File: src/rtl/shift_issue_pipe.sv
// Two-stage issue pipe for the RV32I shift unit: S1 decodes and registers the
// barrel shifter controls, S2 captures the shifter result for writeback.
module shift_issue_pipe #(
    parameter int unsigned XLEN    = 32,
    parameter int unsigned SHAMT_W = 5,
    parameter int unsigned RD_W    = 5
) (
    input  logic               clk,
    input  logic               rst,
    input  logic               flush,
    input  logic               in_valid,
    output logic               in_ready,
    input  logic [2:0]         funct3,
    input  logic               funct7_b5,
    input  logic               is_imm,
    input  logic [XLEN-1:0]    rs1_data,
    input  logic [XLEN-1:0]    rs2_data,
    input  logic [SHAMT_W-1:0] imm_shamt,
    input  logic [RD_W-1:0]    rd_addr,
    output logic [XLEN-1:0]    sft_in,
    output logic [SHAMT_W-1:0] sft_amount,
    output logic               sft_right,
    output logic               logic_sft,
    input  logic [XLEN-1:0]    sft_out,
    output logic               wb_valid,
    input  logic               wb_ready,
    output logic [RD_W-1:0]    wb_rd,
    output logic [XLEN-1:0]    wb_data,
    output logic               illegal_op
);

    logic               s1_valid_q, s1_valid_d;
    logic               s2_valid_q, s2_valid_d;
    logic [XLEN-1:0]    sft_in_q, sft_in_d;
    logic [SHAMT_W-1:0] sft_amount_q, sft_amount_d;
    logic               sft_right_q, sft_right_d;
    logic               logic_sft_q, logic_sft_d;
    logic [RD_W-1:0]    s1_rd_q, s1_rd_d;
    logic [RD_W-1:0]    wb_rd_q, wb_rd_d;
    logic [XLEN-1:0]    wb_data_q, wb_data_d;
    logic               illegal_q, illegal_d;

    logic s2_free, s1_adv, accept, legal;
    logic unused_rs2_hi;

    // Only the low SHAMT_W bits of rs2 form the amount (shift is modulo XLEN).
    assign unused_rs2_hi = ^rs2_data[XLEN-1:SHAMT_W];

    assign s2_free  = ~s2_valid_q | wb_ready;
    assign s1_adv   = s1_valid_q & s2_free;
    assign in_ready = ~flush & (~s1_valid_q | s2_free);
    assign accept   = in_valid & in_ready;
    assign legal    = ((funct3 == 3'b001) & ~funct7_b5) | (funct3 == 3'b101);

    always_comb begin
        s1_valid_d   = s1_valid_q;
        s2_valid_d   = s2_valid_q;
        sft_in_d     = sft_in_q;
        sft_amount_d = sft_amount_q;
        sft_right_d  = sft_right_q;
        logic_sft_d  = logic_sft_q;
        s1_rd_d      = s1_rd_q;
        wb_rd_d      = wb_rd_q;
        wb_data_d    = wb_data_q;
        // accept already excludes the flush cycle, so illegal_op is suppressed too
        illegal_d    = accept & ~legal;

        if (accept & legal) begin
            s1_valid_d   = 1'b1;
            sft_in_d     = rs1_data;
            sft_amount_d = is_imm ? imm_shamt : rs2_data[SHAMT_W-1:0];
            sft_right_d  = funct3[2];
            logic_sft_d  = ~(funct3[2] & funct7_b5);
            s1_rd_d      = rd_addr;
        end else if (s1_adv) begin
            s1_valid_d = 1'b0;
        end

        if (s1_adv) begin
            s2_valid_d = 1'b1;
            wb_data_d  = sft_out;
            wb_rd_d    = s1_rd_q;
        end else if (wb_ready) begin
            s2_valid_d = 1'b0;
        end

        if (flush) begin
            s1_valid_d = 1'b0;
            s2_valid_d = 1'b0;
        end
    end

    always_ff @(posedge clk) begin
        if (rst) begin
            s1_valid_q   <= 1'b0;
            s2_valid_q   <= 1'b0;
            sft_in_q     <= '0;
            sft_amount_q <= '0;
            sft_right_q  <= 1'b0;
            logic_sft_q  <= 1'b1;
            s1_rd_q      <= '0;
            wb_rd_q      <= '0;
            wb_data_q    <= '0;
            illegal_q    <= 1'b0;
        end else begin
            s1_valid_q   <= s1_valid_d;
            s2_valid_q   <= s2_valid_d;
            sft_in_q     <= sft_in_d;
            sft_amount_q <= sft_amount_d;
            sft_right_q  <= sft_right_d;
            logic_sft_q  <= logic_sft_d;
            s1_rd_q      <= s1_rd_d;
            wb_rd_q      <= wb_rd_d;
            wb_data_q    <= wb_data_d;
            illegal_q    <= illegal_d;
        end
    end

    assign sft_in     = sft_in_q;
    assign sft_amount = sft_amount_q;
    assign sft_right  = sft_right_q;
    assign logic_sft  = logic_sft_q;
    assign wb_valid   = s2_valid_q;
    assign wb_rd      = wb_rd_q;
    assign wb_data    = wb_data_q;
    assign illegal_op = illegal_q;

endmodule
File: config.mk
export PLATFORM = sky130hd
export DESIGN_NAME = shift_issue_pipe
export DESIGN_NICKNAME = d
export VERILOG_FILES = /design/src/rtl/shift_issue_pipe.sv
export SDC_FILE = /design/constraint.sdc
export NUM_CORES = 1
export LEC_CHECK = 0
export ABC_AREA = 0
export BUFFER_PORTS_ARGS = -buffer_cell sky130_fd_sc_hd__buf_2
export CORE_ASPECT_RATIO = 1.75
export CORE_MARGIN = 2
export CORE_UTILIZATION = 48
export CTS_BUF_LIST = sky130_fd_sc_hd__clkbuf_4
export CTS_CLUSTER_DIAMETER = 150
export DETAILED_ROUTE_END_ITERATION = 12
export PLACE_DENSITY = 0.85
export SYNTH_ARGS = -nofsm -noshare
export SYNTH_HDL_FRONTEND = slang
export SYNTH_SLANG_ARGS = --single-unit
File: constraint.sdc
create_clock -name clk -period 2.4 [get_ports clk]
set_input_delay 0.36 -clock clk [delete_from_list [all_inputs] [get_ports clk]]
set_output_delay 0.36 -clock clk [all_outputs]
set_load 0.02 [all_outputs]
Word level (Yosys, flattened, before mapping)
Cells that the tools add are included.

Bits in registers: 84. Latch bits: 0. RAM bits: 0. Memory bits (read-only): 0. Input port bits: 116. Output and inout bits: 79. Word-level logic and storage cells: 36. Memories kept: 0.

Add/subtract/negate cells: 0. Multipliers: 0. Divide/modulo/power cells: 0. Order comparisons: 0. Eq/ne operators: 2. Shifts and indexed selects: 0. Mux-type cells: 5. Bitwise operators: 16. Reduce and logical (&&, ||, !) cells: 3.

Operator list (number): $and 1x1->1 (7); $not 1->1 (6); $mux 5 (1); $mux 1 (4); $reduce_bool 2->1 (2); $eq 3x1->1 const B (1); $eq 3x3->1 const B (1); $or 1x1->1 (3); $reduce_or 2->1 (1).

Logic depth before layout (Yosys ltp)
Gate-level depths: netlist of run 1.

Depth in word-level cells: 7. Gate-level depth with buffers: 6. Depth with buffers taken out: 3.

Worst setup path before layout of run 1
Ideal clock, no wire load.

Path type: reg-to-reg. Start: register s2_valid_q (netlist: wb_valid). End: register s1_rd_q[3]. Library setup time: 0.072 ns. Arrival: 1.472 ns. Data required time: 2.328 ns. Slack: 0.856 ns. Stages on the path, launching flop included: 6. Path buffers: 2. Period minus slack after synthesis: 1.544 ns. Path through: dfxtp_1 > nor2b_2 > a2111oi_4 > buf_6 > buf_12 > mux2i_1.

Word-level cells in the longest chain between the ends: 6.

Ends and longest elaborated chain: start: declaration (RTL line 33) `logic s2_valid_q, s2_valid_d;`; start signal: assignment (RTL line 107) `s2_valid_q <= s2_valid_d;`; $not 1->1 (RTL line 49) `assign s2_free = ~s2_valid_q | wb_ready;`; $or 1x1->1 (RTL line 49); $or 1x1->1 (RTL line 51) `assign in_ready = ~flush & (~s1_valid_q | s2_free);`; $and 1x1->1 (RTL line 51); $and 1x1->1 (RTL line 52) `assign accept = in_valid & in_ready;`; $and 1x1->1 (RTL line 68) `if (accept & legal) begin`; end signal: assignment (RTL line 112) `s1_rd_q <= s1_rd_d;`; end: declaration (RTL line 38) `logic [RD_W-1:0] s1_rd_q, s1_rd_d;`.

Every way passes these cells. A chain may end at the register's enable or synchronous reset.

Worst setup path in the final report of run 1
Start: register s2_valid_q (netlist: wb_valid). End: output in_ready.

Word-level cells in the longest chain between the ends: 4.

Ends and longest elaborated chain: $not 1->1 (RTL line 49); $or 1x1->1 (RTL line 49); $or 1x1->1 (RTL line 51); $and 1x1->1 (RTL line 51); end: declaration (RTL line 12) `output logic in_ready,`.

Every way passes these cells.

==> impl_metrics.ini, run 1 <==
[placement]
pre_cts_slack_ps = 662
portBuffers = 167
routabilityCongestion = 0.786
dp_hpwl_um = 6200

[clock_tree]
cts-hold-fix-buffers = 0
htreeDepth = 3
cts_resized = 0
cts_setup_buffers = 0
path_clk_slew_ps = 120
clock-sinks = 84
clock_latency_ps = 420
numCtsBuffers = 9
cts_tree = yes
cts.path.max_buffers = 2
cts-root-buf = clkbuf_4

[pwr]
p_leak_nw = 2.00
worst_ir_drop_vdd_v = 0.000521
finalPower_mw = 2.55
power_density_nw_per_um2 = 557

[timing]
post-route-min-period_ps = 2070
hold_viol = 0
tns_ps = 0
period_share_pct = 86.3
relSlewSlack_pct = 34.5
clock_skew_ps = 10.9
fin_ws_ps = 329
worstMarginPinSlew_ps = 981
rsz0062_at_grt = false
fmaxAchievable_mhz = 483
final_max_slew_viol_count = 0
setup-violations-final = 0

[floorplan]
num_io_pins = 195
die-area_um2 = 8170
core_area_um2 = 7230
dieWidth_um = 69.2
dieHeight_um = 118
initial_core_util_pct = 49.4
placementRows = 41

[critical_path]
cp_slowest_stage_delay_ps = 370
crit_buf_inv = 2
cp_data_arrival_time_ps = 1710
crit_chain = nor2b_2 > buf_4 > a21oi_1 > buf_2
crit_type = register to primary output
critPathTopFamily = buffers and inverters
worst-path-max-fanout = 38
cp-end-kind = primary output
required_ps = 2040
cpMaxStageDelayCell = buf_4
cp-start-kind = register

[synth]
synth_top_family_by_area = simple AND/OR/NAND/NOR gates
synth_compound_area_share_pct = 12.0
yosys_warnings = 0
avgSynthCellArea_um2 = 9.30
synthArstFlopShare_pct = 0
synth-seq-area-share_pct = 47.1
synth-xor-area-share_pct = 0
synth_top_area_share_pct = 47.1
netlist_top_cells_count = 84 x dfxtp_1, 78 x nand2b_1, 44 x mux2i_1, 38 x a21oi_1, 37 x nand3_1
synth_mux_area_share_pct = 13.9
synth-simple-area-share_pct = 22.1
ys_types = 25
synth_area_um2 = 3570
synth_cells = 384
synth_edf_count = 0
synthFlopType = dfxtp_1
synth.area.top_cells = dfxtp_1 47%, nand2b_1 14%, mux2i_1 12%
synth.most_common_cell = dfxtp_1
syn_nets = 500
yosys.area_share.adder_pct = 0
synth-seq-cells = 84
yosys.area.top_type = dfxtp_1

[run_status]
status = finished, final reports clean

[detailed_routing]
dr.first_iter.drc_count = 178
dr.pass1.iters = 4
vias_per_cell = 5.13
drc = 0
drt_wl_total_um = 8460
postRouteAntennaNets = 0
dr_wl_met3_um = 600
met2_length_um = 4440
vias = 3198
topRoutingLayerUsed = met4
drt-met1-wl_um = 3260
post_drt_wl_per_cell_um = 13.6

[layout]
layout.nets = 649
diodes = 0
drive_above_1_share_pct = 36.7
syn_to_final_growth_pct = 28.1

[global_routing]
grt_max_degree = 88
antenna_found_initial = 0
grt_pass1_vias = 3208
grt_pass1_wl_um = 14200
grt_overflow = 0
grt_use_total_pct = 21.0

[flow_run]
cap_violations = 0

[hold_path]
hp-class = primary input to register
==> per-stage QoR <==
step / area, um^2 / cells / util, % / hold slack, ps
after floorplan: 3570 / 384 / - / 433
after global placement: 4420 / 608 / 61.1 / 455
after detailed placement: 4420 / 608 / 61.1 / 458
after CTS: 4570 / 623 / 63.2 / 149
after global routing: 4570 / 623 / 63.2 / 132
final: 4570 / 623 / 63.2 / 171
==> flip-flops by register name, indices dropped and copies added (netlist names) <==
register and cells:
sft_right 1, s1_valid_q 1, wb_data 32, logic_sft 1, s1_rd_q 5, sft_amount 5
sft_in 32, wb_rd 5, illegal_op 1, wb_valid 1
==> where the power goes <==
group	internal (mW)	switching, mW
Sequential	1.41	0.00941
Clock	0.426	0.454
Combinational	0.122	0.120
==> layout by cell type (no fill, tap or decap), drive strengths merged <==
| cell | n |
|---|---|
| a2111oi | 1 |
| nand3 | 37 |
| bufinv | 2 |
| nor2 | 8 |
| nand2b | 79 |
| a2111o | 1 |
| mux2 | 5 |
| clkinv | 2 |
| o21ai | 37 |
| clkbuf | 10 |
| nor2b | 7 |
| buf | 174 |
| nand2 | 2 |
| dfxtp | 84 |
| nor4b | 1 |
| a211oi | 2 |
| clkinvlp | 1 |
| or3b | 1 |
| inv | 1 |
| mux2i | 44 |
| a21oi | 38 |
==> worst paths after layout <==
| check | start | endpoint | slack, ps | cells after the start |
|---|---|---|---|---|
| hold / removal | flush | wb_valid | 170 | 2 |
| setup reg to reg | s1_valid_q | wb_data[23] | 640 | 4 |
| setup / recovery | wb_valid | in_ready | 330 | 4 |
| hold reg to reg | sft_in[15] | sft_in[15] | 480 | 2 |
==> per-layer routing <==
| metal | track usage (%) | up-vias |
|---|---|---|
| met3 | 6.34 | 14 |
| li1 | - | 1596 |
| met5 | 0 | - |
| met2 | 37.9 | 125 |
| met1 | 22.0 | 1463 |
| met4 | 9.31 | 0 |
==> final cells by class <==
class                   count  area (um^2)
clock buffers              10         75.1
clock inverters             5         77.6
fillers                   638         2660
inverters                   1         3.75
multi-input cells         263         1710
flip-flops and latches     84         1680
well taps                  86          108
repair buffers            174          913
==> kinds of logic (layout without fill, tap and decap cells) <==
kind of cell,Yosys count,after routing
AO/OA/AOI/OAI,79,79
buffers and inverters,37,190
flip-flops,84,84
multiplexers,49,49
AND/OR/NAND/NOR,135,135
Power figures use the tool's default switching activity.
==> run 2: changes to the inputs <==
==> constraint.sdc (replaced) <==
create_clock -name clk -period 2.4 [get_ports clk]
set_input_delay 0 -clock clk [delete_from_list [all_inputs] [get_ports clk]]
set_output_delay 0 -clock clk [all_outputs]
set_load 0.02 [all_outputs]
==> run 2 against run 1 <==
Compared with the run above: routed wire length grew 27%; highest routed layer unchanged; via count grew 14%; clock skew shrank 1.9 ps; critical endpoint is now wb_data[2]; flip-flop and latch count is the same; sequential share of layout area shrank 5.5 points; utilization grew 11 points; register-to-register slack lost 60 ps; first-iteration DRC count grew 24%; fmax grew 14%; sequential power is essentially flat; combinational power grew 51%; cell count grew 13%.
==> impl_metrics.ini, run 2 (synthesis results as in run 1) <==
[run_status]
status = finished, final reports clean

[floorplan]
initial_core_util_pct = 49.4
core_area_um2 = 7230
die-area_um2 = 8170
num_io_pins = 195
dieWidth_um = 69.2
placementRows = 41
dieHeight_um = 118

[placement]
portBuffers = 167
routabilityCongestion = 0.758
pre_cts_slack_ps = 650
dp_hpwl_um = 6150

[clock_tree]
clock-sinks = 84
numCtsBuffers = 9
htreeDepth = 3
clock_latency_ps = 420
cts.path.max_buffers = 2
cts_tree = yes
cts-root-buf = clkbuf_4
path_clk_slew_ps = 110
cts_setup_buffers = 0

[pwr]
worst_ir_drop_vdd_v = 0.000378
p_sw_share_pct = 23.6
netSwitchingPower_uw = 599
power_frac_clock_pct = 29.5
p_int_mw = 1.94
power_density_nw_per_um2 = 472
finalPower_mw = 2.54
power_frac_comb_pct = 14.4
p_leak_nw = 2.34
p_seq_share_pct = 56.1

[detailed_routing]
vias_per_cell = 5.17
dr.pass1.iters = 4
vias = 3650
postRouteAntennaNets = 0
post_drt_wl_per_cell_um = 15.2
drc = 0
drt_wl_total_um = 10700
dr.first_iter.drc_count = 221

[critical_path]
cp_data_arrival_time_ps = 2160
worst-path-max-fanout = 38
required_ps = 2750
cp-start-kind = register
crit_type = register to register
cp-end-kind = register

[layout]
fin_util_pct = 74.4
layout_common_cells = 167 x buf_2, 84 x dlygate4sd3_1, 84 x dfxtp_1
diodes = 0
drive_above_1_share_pct = 31.3
syn_to_final_growth_pct = 50.6
layout.nets = 733
final_common_cell = buf_2

[flow_run]
cap_violations = 0

[hold_path]
hp-class = primary input to register

[global_routing]
grt_pass1_vias = 3833
grt_pass1_wl_um = 17300
grt_max_degree = 57
antenna_found_initial = 0
grt_overflow = 0
grt_use_total_pct = 26.2

[timing]
holdWs_ps = 55.1
period_share_pct = 75.7
setup-violations-final = 0
final_max_slew_viol_count = 0
clock_skew_ps = 9.03
worstMarginPinSlew_ps = 985
relSlewSlack_pct = 34.2
tns_ps = 0
post-route-min-period_ps = 1820
hold_viol = 0
fmaxAchievable_mhz = 550
fin_ws_ps = 582
rsz0062_at_grt = false
run 2: worst paths after layout:
check | slack, ps | startpoint | end | cells past startpoint
setup reg to reg | 580 | s1_valid_q | wb_data[2] | 4
setup / recovery | 580 | s1_valid_q | wb_data[2] | 4
hold / removal | 60 | funct3[0] | illegal_op | 4
hold reg to reg | 480 | sft_in[26] | sft_in[26] | 2
run 2: layer usage:
metal	global-route usage, %	vias to the layer above	part of all wire (%)
met3	6.25	42	6.0
li1	-	1768	-
met5	0	-	0
met4	16.7	0	4.8
met2	47.1	178	52
met1	26.2	1662	37
run 2: final cells by class:
| class | instances | area (um^2) |
|---|---|---|
| flip-flops and latches | 84 | 1680 |
| inverters | 1 | 3.75 |
| fillers | 515 | 1850 |
| multi-input cells | 263 | 1710 |
| clock inverters | 4 | 42.5 |
| well taps | 86 | 108 |
| clock buffers | 10 | 75.1 |
| repair buffers | 258 | 1750 |
run 2: timing repair:
action,in CTS,in global routing
hold buffers,84,0
endpoints found under the hold margin,80,0
gates resized for setup,0,0
run 2: stage by stage:
step                      cell area, um^2  instances
after floorplan                      3570        384
after global placement               4420        608
after detailed placement             4420        608
after CTS                            5380        706
after global routing                 5380        706
final                                5380        706
run 2: power by group through the flow:
stage                     clock (mW)  combinational, mW  sequential (mW)
after global routing           0.834              0.392             1.43
final                          0.749              0.365             1.42
after floorplan                    0              0.112             1.48
after detailed placement           0              0.245             1.45
after CTS                      0.786              0.354             1.42
after global placement             0              0.238             1.45
run 2: critical path: stages (launching register included):
cell	delay (ps)
dfxtp_1	330
buf_4	190
inv_1	730
o21ai_0	260
a21oi_1	220
==> run 3: changes to the inputs <==
--- a/config.mk
+++ b/config.mk
@@ -5,15 +5,15 @@
 export SDC_FILE = /design/constraint.sdc
 export NUM_CORES = 1
 export LEC_CHECK = 0
-export ABC_AREA = 0
+export ABC_AREA = 1
 export BUFFER_PORTS_ARGS = -buffer_cell sky130_fd_sc_hd__buf_2
 export CORE_ASPECT_RATIO = 1.75
 export CORE_MARGIN = 2
-export CORE_UTILIZATION = 48
+export CORE_UTILIZATION = 40
 export CTS_BUF_LIST = sky130_fd_sc_hd__clkbuf_4
 export CTS_CLUSTER_DIAMETER = 150
 export DETAILED_ROUTE_END_ITERATION = 12
-export PLACE_DENSITY = 0.85
+export PLACE_DENSITY = 0.78
 export SYNTH_ARGS = -nofsm -noshare
 export SYNTH_HDL_FRONTEND = slang
 export SYNTH_SLANG_ARGS = --single-unit
==> constraint.sdc (replaced) <==
create_clock -name clk -period 1.65 [get_ports clk]
set_input_delay 0 -clock clk [delete_from_list [all_inputs] [get_ports clk]]
set_output_delay 0 -clock clk [all_outputs]
set_load 0.02 [all_outputs]
==> run 3 against run 2 <==
Compared with the run above: flip-flop and latch count stayed put; via count increased by 1.8%; first-iteration DRC count is 38% lower; final area down 5.5%; cell count increased by 13%; worst hold slack got worse by 17 ps; critical path depth up 1; synthesized cell count rose by 20%; clock skew hardly changed; sequential power is 47% higher; combinational power rose by 57%; routed wire length fell by 11%; critical path type unchanged; critical endpoint is now logic_sft.
==> impl_metrics.ini, run 3 <==
[hold_path]
min_to = illegal_op
hp-class = primary input to register
hp-start = funct3[0]
holdPathStages = 6

[clock_tree]
cts-root-buf = clkbuf_4
cts_tree = yes
path_clk_slew_ps = 120
cts.path.max_buffers = 2
htreeDepth = 3
cts-hold-fix-buffers = 86
cts_setup_buffers = 0
cts_resized = 0
clock-sinks = 84
numCtsBuffers = 9
clock_latency_ps = 420

[timing]
relSlewSlack_pct = 59.1
holdWs_ps = 37.8
rsz0062_at_grt = false
post-route-min-period_ps = 1540
clock_skew_ps = 9.00
final_max_slew_viol_count = 0
worstMarginPinSlew_ps = 613
fmaxAchievable_mhz = 651
tns_ps = 0
hold_viol = 0
period_share_pct = 93.1
setup-violations-final = 0

[placement]
portBuffers = 167
routabilityCongestion = 0.738
dp_hpwl_um = 5470

[synth]
synth_edf_count = 0
synthFlopType = dfxtp_1
syn_nets = 576
synth_area_um2 = 3230
synth.area.top_cells = dfxtp_1 52%, nor2_1 19%, nand2_1 11%
synth-seq-area-share_pct = 52.1
yosys.area.top_type = dfxtp_1
synth.most_common_cell = nor2_1
netlist_top_cells_count = 162 x nor2_1, 92 x nand2_1, 84 x dfxtp_1, 44 x inv_1, 21 x o21ai_1
avgSynthCellArea_um2 = 7.02
synthArstFlopShare_pct = 0
ys_types = 16
synth_cells = 460
synth-seq-cells = 84
yosys_warnings = 0
synth_top_area_share_pct = 52.1

[pwr]
p_int_mw = 2.69
power_density_nw_per_um2 = 715
p_sw_share_pct = 25.9
netSwitchingPower_uw = 942
power_frac_clock_pct = 26.7
power_frac_comb_pct = 15.7
p_leak_nw = 2.62
worst_ir_drop_vdd_v = 0.000494
p_seq_share_pct = 57.5

[critical_path]
crit_type = register to register
worstRegToRegCells = 5
r2r_start = wb_valid
cp-startpoint = wb_valid
worst-path-max-fanout = 3
cp-end-kind = register
regToRegSetupSlack_ps = 110
required_ps = 1960
cp_data_arrival_time_ps = 1850
cp-start-kind = register
r2r-end = logic_sft

[floorplan]
placementRows = 43
dieWidth_um = 71.9
die-area_um2 = 8840
dieHeight_um = 123
num_io_pins = 195
initial_core_util_pct = 40.8
core_area_um2 = 7910

[detailed_routing]
post_drt_wl_per_cell_um = 12.0
vias_per_cell = 4.66
drc = 0
dr.pass1.iters = 4
vias = 3717
drt_wl_total_um = 9570
dr.first_iter.drc_count = 138
postRouteAntennaNets = 0

[layout]
drive_above_1_share_pct = 27.0
final_common_cell = buf_2
layout.nets = 819
diodes = 0
syn_to_final_growth_pct = 57.4
layout_common_cells = 167 x buf_2, 162 x nor2_1, 92 x nand2_1

[global_routing]
grt_overflow = 0
grt_use_total_pct = 22.2
grt_pass1_vias = 3533
antenna_found_initial = 0
grt_max_degree = 84
grt_pass1_wl_um = 15400

[run_status]
status = finished, final reports clean

[flow_run]
cap_violations = 0
[run 3: cell types whose count changed after synthesis, sizes merged, moves of 2 or more]
cell	delta
nor2	+155
nand2	+90
nand2b	-79
inv	+45
mux2i	-39
a21oi	-36
nand3	-34
clkbuf	-21
buf	+11
nor2b	-7
mux2	-5
a211oi	-2
o21ai	+2
[run 3: cells by family (layout without fill, tap and decap cells)]
kind of cell,after synthesis,count (layout),share of synthesized area (%)
AND/OR/NAND/NOR,258,258,30.5
flip-flops,84,84,52.1
buffers and inverters,72,319,9.53
AO/OA/AOI/OAI,41,41,6.35
multiplexers,5,5,1.55
[run 3: worst max path at each step]
stage / endpoint / slack [ps] / cells past startpoint
CTS: logic_sft / 120 / 5
global placement: sft_amount[2] / 350 / 7
finish: logic_sft / 110 / 5
floorplan: logic_sft / 380 / 7
global route: logic_sft / 30 / 5
detailed placement: sft_amount[2] / 330 / 7
[run 3: stage by stage]
stage	instances	setup slack, ps	area (um^2)	power (mW)	utilization [%]
global placement	696	352	4120	2.52	52.1
finish	797	114	5080	3.63	64.3
global route	797	28.7	5080	3.84	64.3
CTS	797	117	5080	3.67	64.3
floorplan	460	384	3230	2.36	-
detailed placement	696	327	4120	2.53	52.1
[run 3: area by class of cell]
type	instances	area, um^2
Fill cell	622	2830
Timing Repair Buffer	258	1770
Sequential cell	84	1680
Multi-Input combinational cell	304	1240
Inverter	46	173
Tap cell	90	113
Clock buffer	10	75.1
Clock inverter	5	30.0
[run 3: power groups by stage]
stage | logic [mW] | registers, mW | clock network [mW]
2_1_floorplan | 0.177 | 2.18 | 0
3_3_place_gp | 0.388 | 2.13 | 0
3_5_place_dp | 0.397 | 2.13 | 0
4_1_cts | 0.558 | 2.09 | 1.02
5_1_grt | 0.632 | 2.10 | 1.11
6_report | 0.572 | 2.09 | 0.972
[run 3: metal layers]
layer,global-route usage [%],vias up,wire (um)
met5,0,-,0
met4,13.0,0,418
met3,6.73,40,782
met2,38.8,183,4750
met1,22.8,1636,3620
li1,-,1858,-
[run 3: critical path, cell delays in order, from the launching register on]
cell and delay [ps]:
dfxtp_1 340, nand3_1 150, nand3_2 120, dlygate4sd3_1 600, o21ai_0 150, nand3_1 80
